### src/rtl/counter_pkg.sv
// Shared definitions for the loadable down counter: state encodings and default width.
package counter_pkg;

    // Default counter / load-value width in bits.
    localparam int unsigned DefaultWidth = 4;

    // Control state encodings; the values are fixed so that other blocks can decode them.
    typedef enum logic [1:0] {
        StIdle = 2'b00,
        StRun  = 2'b01,
        StDone = 2'b10
    } state_e;

endpackage

### src/rtl/dffe.sv
// Single-bit register with asynchronous active-low reset and a synchronous enable.
module dffe (
    input  logic clk,
    input  logic rstb,
    input  logic en,
    input  logic d,
    output logic q
);

    // Capture d on enabled rising edges; clear immediately on reset.
    always_ff @(posedge clk or negedge rstb) begin
        if (!rstb) begin
            q <= 1'b0;
        end else if (en) begin
            q <= d;
        end
    end

endmodule

### src/rtl/down_counter.sv
// Loadable down counter with one-shot / auto-reload modes and a registered terminal-count pulse.
module down_counter
    import counter_pkg::*;
#(
    parameter int unsigned WIDTH = DefaultWidth
) (
    input  logic             clk,
    input  logic             rstb,
    input  logic             load,
    input  logic [WIDTH-1:0] load_val,
    input  logic             en,
    input  logic             reload,
    output logic [WIDTH-1:0] Q,
    output logic             tc,
    output logic             busy,
    output logic             done
);

    state_e           state_q, state_d;
    logic [WIDTH-1:0] q_q, q_d;
    logic             q_en;
    logic [WIDTH-1:0] rld_q;
    logic             rld_en;
    logic             tc_q, tc_d;
    logic             count_step;
    logic             at_one;

    // An enabled count cycle in RUN that is not overridden by a load.
    assign count_step = (state_q == StRun) && en && !load;
    assign at_one     = (q_q == WIDTH'(1));

    // Count and reload-value banks, one dffe per bit.
    for (genvar i = 0; i < WIDTH; i++) begin : g_bits
        dffe u_q (
            .clk  (clk),
            .rstb (rstb),
            .en   (q_en),
            .d    (q_d[i]),
            .q    (q_q[i])
        );
        dffe u_rld (
            .clk  (clk),
            .rstb (rstb),
            .en   (rld_en),
            .d    (load_val[i]),
            .q    (rld_q[i])
        );
    end

    // State register.
    always_ff @(posedge clk or negedge rstb) begin
        if (!rstb) begin
            state_q <= StIdle;
        end else begin
            state_q <= state_d;
        end
    end

    // Next-state: load wins everywhere; only a one-shot terminal step leaves RUN for DONE.
    always_comb begin
        state_d = state_q;
        if (load) begin
            state_d = (load_val != '0) ? StRun : StIdle;
        end else begin
            unique case (state_q)
                StIdle:  state_d = StIdle;
                StRun:   if (en && at_one && !reload) state_d = StDone;
                StDone:  state_d = StDone;
                default: state_d = StIdle;
            endcase
        end
    end

    // Status outputs decoded from the state register only.
    always_comb begin
        busy = (state_q == StRun);
        done = (state_q == StDone);
    end

    // Count datapath: load, decrement, or terminal (clear or reload).
    always_comb begin
        q_d    = q_q;
        q_en   = 1'b0;
        rld_en = load;
        tc_d   = 1'b0;
        if (load) begin
            q_d  = load_val;
            q_en = 1'b1;
        end else if (count_step) begin
            q_en = 1'b1;
            if (q_q > WIDTH'(1)) begin
                q_d = q_q - WIDTH'(1);
            end else if (at_one) begin
                tc_d = 1'b1;
                q_d  = reload ? rld_q : '0;
            end else begin
                // Q == 0 cannot occur in RUN; hold rather than wrap.
                q_d = q_q;
            end
        end
    end

    // Terminal-count pulse register; cleared on every non-terminal cycle.
    always_ff @(posedge clk or negedge rstb) begin
        if (!rstb) begin
            tc_q <= 1'b0;
        end else begin
            tc_q <= tc_d;
        end
    end

    assign Q  = q_q;
    assign tc = tc_q;

endmodule

### config.mk
export PLATFORM = sky130hd
export DESIGN_NAME = down_counter
export DESIGN_NICKNAME = d
export VERILOG_FILES = /design/src/rtl/counter_pkg.sv /design/src/rtl/dffe.sv /design/src/rtl/down_counter.sv
export SDC_FILE = /design/constraint.sdc
export NUM_CORES = 1
export LEC_CHECK = 0
export BUFFER_PORTS_ARGS = -buffer_cell sky130_fd_sc_hd__buf_4
export CAP_MARGIN = 20
export CORE_UTILIZATION = 50
export DETAILED_ROUTE_END_ITERATION = 8
export GPL_ROUTABILITY_DRIVEN = 0
export GPL_TIMING_DRIVEN = 1
export PLACE_DENSITY = 0.72
export SLEW_MARGIN = 20
export SYNTH_ARGS = -nofsm -noshare
export SYNTH_HDL_FRONTEND = slang
export SYNTH_SLANG_ARGS = --single-unit
export TNS_END_PERCENT = 20
### constraint.sdc
create_clock -name clk -period 1.6 [get_ports clk]
set_input_delay 0.08 -clock clk [delete_from_list [all_inputs] [get_ports clk]]
set_output_delay 0.08 -clock clk [all_outputs]
set_load 0.02 [all_outputs]
; Word level (Yosys, flattened, before mapping)
; Cells that the tools add are included.
; W data, S select, Z words.
[totals]
ff_bits = 11
rom_bits = 0
latchBits = 0
ram_bits = 0
output_inout_bits = 7
memories = 0
input_bits = 9
[op_classes]
div = 0
eq_ne = 4
reduce_logical = 10
bitwise = 0
order_cmp = 1
mux = 15
shift = 0
n_addsub = 1
n_mul = 0
[op_table]
columns = operator, n
row1 = $mux W4, 5
row2 = $mux W1, 7
row3 = $eq A4 B1 Y1 const B, 1
row4 = $gt A4 B1 Y1 const B, 1
row5 = $logic_and A1 B1 Y1, 4
row6 = $mux W2, 2
row7 = $pmux W2 S2, 1
row8 = $reduce_bool A4 Y1, 1
row9 = $sub A4 B1 Y4 const B, 1
row10 = $ne A3 B2 Y1 const B, 1
row11 = $reduce_and A3 Y1, 1
row12 = $reduce_bool A3 Y1, 1
row13 = $eq A2 B1 Y1 const B, 1
row14 = $eq A2 B2 Y1 const B, 1
row15 = $logic_not A1 Y1, 2
row16 = $reduce_bool A2 Y1, 1

; Depth between registers and ports, before layout
[depth]
ltp_word = 6
mapped_depth = 6
mapped_depth_nobuf = 6

; Modules after synthesis
; A second synthesis with hierarchy kept.
[hier_totals]
hier_cells = 65
area_unflattened_um2 = 718.2
[modules_own_cells]
columns = mod, n_inst, cells_each, area_per_inst_um2, seq_area_each_um2
row1 = down_counter, 1, 49, 397.9, 75.1
row2 = dffe, 8, 2, 40.0, 25.0

; Worst setup path before layout
; Ideal clock, no wire load.
[synth_timing]
path_type = reg-to-reg
startpoint = reg g_bits[0].u_q.q
endpoint = reg g_bits[1].u_q.q
stages_incl_launch_ff = 6
t_required_ps = 1536
setup_slack_ps = 152
arrival_time_ps = 1384
setup_time_ps = 64
path_cell_list = dfrtp_1 ha_1 nor4b_2 nor2_1 o31ai_1 a21o_1
[synth_between]
elab_chain_cells = 4
word_cells_on_any_way = 8
cone_classes = add/sub: 1 / order compare: 1 / eq/ne: 1 / mux: 3 / reduce/logical: 2
[synth_rtl]
columns = element, line
row1 = from (decl), dffe.sv:7  ; output logic q
row2 = from (signal assigned), dffe.sv:13  ; q <= 1'b0;
row3 = from (signal assigned), dffe.sv:15  ; q <= d;
row4 = $sub A4 B1 Y4 / $gt A4 B1 Y1 (equally long branches), "down_counter.sv:92, down_counter.sv:91"
row5 = $mux W4, down_counter.sv:91  ; if (q_q > WIDTH'(1)) begin
row6 = $mux W4, down_counter.sv:89  ; end else if (count_step) begin
row7 = $mux W4, down_counter.sv:86  ; if (load) begin
row8 = to (signal assigned), dffe.sv:13
row9 = to (signal assigned), dffe.sv:15
row10 = to (decl), dffe.sv:7
; Parallel ways exist; a longest one is shown, timed or not. The select of a mux whose other input is x is not followed.
; A chain may end at the register's enable or synchronous reset.

; Worst setup path after layout
[layout_timing]
startpoint = reg g_bits[1].u_q.q
endpoint = reg g_bits[0].u_q.q
[layout_between]
elab_chain_cells = 4
word_cells_on_any_way = 7
cone_classes = order compare: 1 / eq/ne: 1 / mux: 3 / reduce/logical: 2
[layout_rtl]
columns = element, line
row1 = $gt A4 B1 Y1, down_counter.sv:91
row2 = $mux W4, down_counter.sv:91
row3 = $mux W4, down_counter.sv:89
row4 = $mux W4, down_counter.sv:86
; Parallel ways exist; a longest one is shown, timed or not. The select of a mux whose other input is x is not followed.

==> qor.yml <==
cells_and_area:
  antennaDiodeCount: 0
  area_growth_pct: 22.4
  fin_util_pct: 70.9
  drive_above_1_share_pct: 29.1
  final_area_um2: 841
  nets: 100
synth:
  synth.avg_cell_area_um2: 9.81
  synthFlopType: "dfrtp_1"
  synth-compound-area-share_pct: 25.1
  postSynthCellCount: 70
  synth_edf_count: 0
  ys_ff_latch: 11
  syn_area_um2: 687
  yosys_warnings: 0
  syn-num-nets: 83
  synth_xor_xnor_area_share_pct: 1.28
  muxShareOfSynthArea_pct: 3.10
  seq_area_frac_synth_pct: 40.1
  synth_adder_area_share_pct: 7.29
  synth_top_family_by_area: "compound AO/OA/AOI/OAI gates"
  yosysMostFrequentCell: "dfrtp_1"
  ys_top_cells_by_count: "dfrtp_1, nand2_1, inv_1"
  synth-simple-area-share_pct: 13.7
  synthArstFlopShare_pct: 100
  synth_top_area_share_pct: 40.1
  yosysTopAreaCell: "dfrtp_1"
  synth.area.top_cells: "dfrtp_1, ha_1, buf_4"
  yosys.cell_types.count: 28
timing:
  hold_violations: 0
  post-route-min-period_ns: 1.54
  relSlewSlack_pct: 73.7
  finalCritPeriodShare_pct: 96.2
  drv_slew: 0
  clock_skew_ns: 0.00325
  rsz0062_at_grt: "true"
  setup_viol: 0
  tightest_slew_ns: 0.395
  timing.fmax_ghz: 0.650
  tns_ns: 0
floorplanning:
  die_h_um: 39.1
  core_area_um2: 1190
  fp.dieW_um: 39.1
  start_util_pct: 57.9
  pin_count: 16
  placementRows: 12
  die-area_um2: 1530
routing:
  routedWlPerCell_um: 14.0
  antenna_left: 0
  viasPerCell: 5.52
  vias: 552
  drt_wl_total_um: 1400
  drc: 0
  drt-initial-drc-count: 10
  dr.pass1.iters: 4
placement:
  post_dp_cell_area_um2: 793
  io_buffers: 15
  place_hpwl_um: 1020
critical_path:
  end_kind: "register"
  crit_type: "reg2reg"
  cp_max_fo: 6
  worstPathArrival_ns: 1.74
  worstSetupStartpointType: "register"
  cp.required_ns: 1.81
cts:
  cts-root-buf: "clkbuf_4"
  htreeDepth: 1
  path_clk_slew_ns: 0.08
  cts_buffer_depth: 2
  cts_tree: "done"
  numCtsBuffers: 3
  cts_setup_buffers: 0
  worstSkewPairLatency_ns: 0.26
  cts_num_sinks: 11
global_route:
  grt_util_all_layers_pct: 22.8
  grt-ovfl-total: 0
  grt_pass1_wl_um: 2280
  first_global_vias: 516
  grt_max_degree: 18
  antenna_found_initial: 0
power:
  cellPowerDensity_nw_per_um2: 973
  peakVddDrop_v: 0.000583
  power_uw: 818
  leakage_nw: 0.393
run:
  drv_cap: 0
outcome:
  status: "completed"
worst_hold_path:
  holdCritPathClass: "in2reg"
-- sequential cells by signal, indices dropped and copies added (netlist names) --
register and cells:
state_q 2, g_bits.u_q.q 4, g_bits.u_rld.q 4, tc 1
-- kinds of logic after synthesis --
family | after synthesis
AO/OA/AOI/OAI | 21
AND/OR/NAND/NOR | 18
buffers and inverters | 13
flip-flops | 11
adder cells (fa/ha/maj) | 4
multiplexers | 2
XOR/XNOR | 1
-- report_power, final --
group	total, mW	internal [mW]	switching (mW)
registers	0.348	0.308	0.0400
logic	0.276	0.129	0.147
clock network	0.194	0.0963	0.0973
total	0.818	0.533	0.285
-- path summary, 6_finish.rpt --
path	startpoint	to	slack, ns	cells after the start
min reg2reg	g_bits[3].u_rld.q	g_bits[3].u_rld.q	0.50	1
max in group asynchronous	rstb	g_bits[0].u_rld.q	1.27	2
max	g_bits[1].u_q.q	g_bits[0].u_q.q	0.06	6
min	load_val[0]	state_q[0]	0.05	3
max reg2reg	g_bits[1].u_q.q	g_bits[0].u_q.q	0.06	6
min in group asynchronous	rstb	g_bits[2].u_rld.q	0.18	2
-- repair_timing --
| action | CTS | global route |
|---|---|---|
| resized for setup | 0 | 2 |
| setup endpoints to repair | 0 | 4 |
| hold buffers | 1 | 0 |
| hold endpoints to repair | 11 | 0 |
-- metal layers --
| metal | track usage [%] | part of all wire (%) | up-vias | routed length (um) |
|---|---|---|---|---|
| li1 | - | - | 281 | - |
| met1 | 31.0 | 49 | 255 | 689 |
| met2 | 33.8 | 46 | 14 | 640 |
| met3 | 5.20 | 3.9 | 2 | 55 |
| met4 | 10.3 | 1.0 | 0 | 14 |
| met5 | 0 | 0 | - | 0 |
-- layout make-up --
cell class / count / area, um^2
timing repair buffer: 18 / 138
sequential: 11 / 275
clock buffer: 4 / 26.3
inverter: 7 / 26.3
multi-input combinational: 46 / 358
fill: 102 / 345
tap: 14 / 17.5
-- critical path, cell delays in order (launching register included) --
cell and delay (ns):
dfrtp_1 0.39, inv_1 0.12, ha_1 0.29, nor4b_4 0.28, nor2_1 0.09, o31ai_1 0.20, a21o_1 0.11
-- per-stage QoR --
step	cells	hold slack, ns	setup slack, ns
2_1_floorplan	70	-0.216	0.152
3_3_place_gp	95	-0.0781	0.0408
3_5_place_dp	95	-0.0771	0.0503
4_1_cts	100	0.0496	0.0326
5_1_grt	100	0.0464	-0.0208
6_report	100	0.0475	0.0606
-- layout by cell type (no fill, tap or decap), types with 2 or more instances in the layout --
cell / synthesis / final
clkbuf_4: 0 / 3
nand2_1: 8 / 8
o21ai_1: 4 / 4
ha_1: 4 / 3
nor2_1: 3 / 3
nor3_1: 3 / 3
a21oi_1: 2 / 2
o31ai_1: 3 / 3
o2111ai_1: 3 / 3
buf_4: 4 / 17
inv_1: 7 / 7
dfrtp_1: 11 / 11
a21o_1: 2 / 2
(Power assumes the default switching activity.)
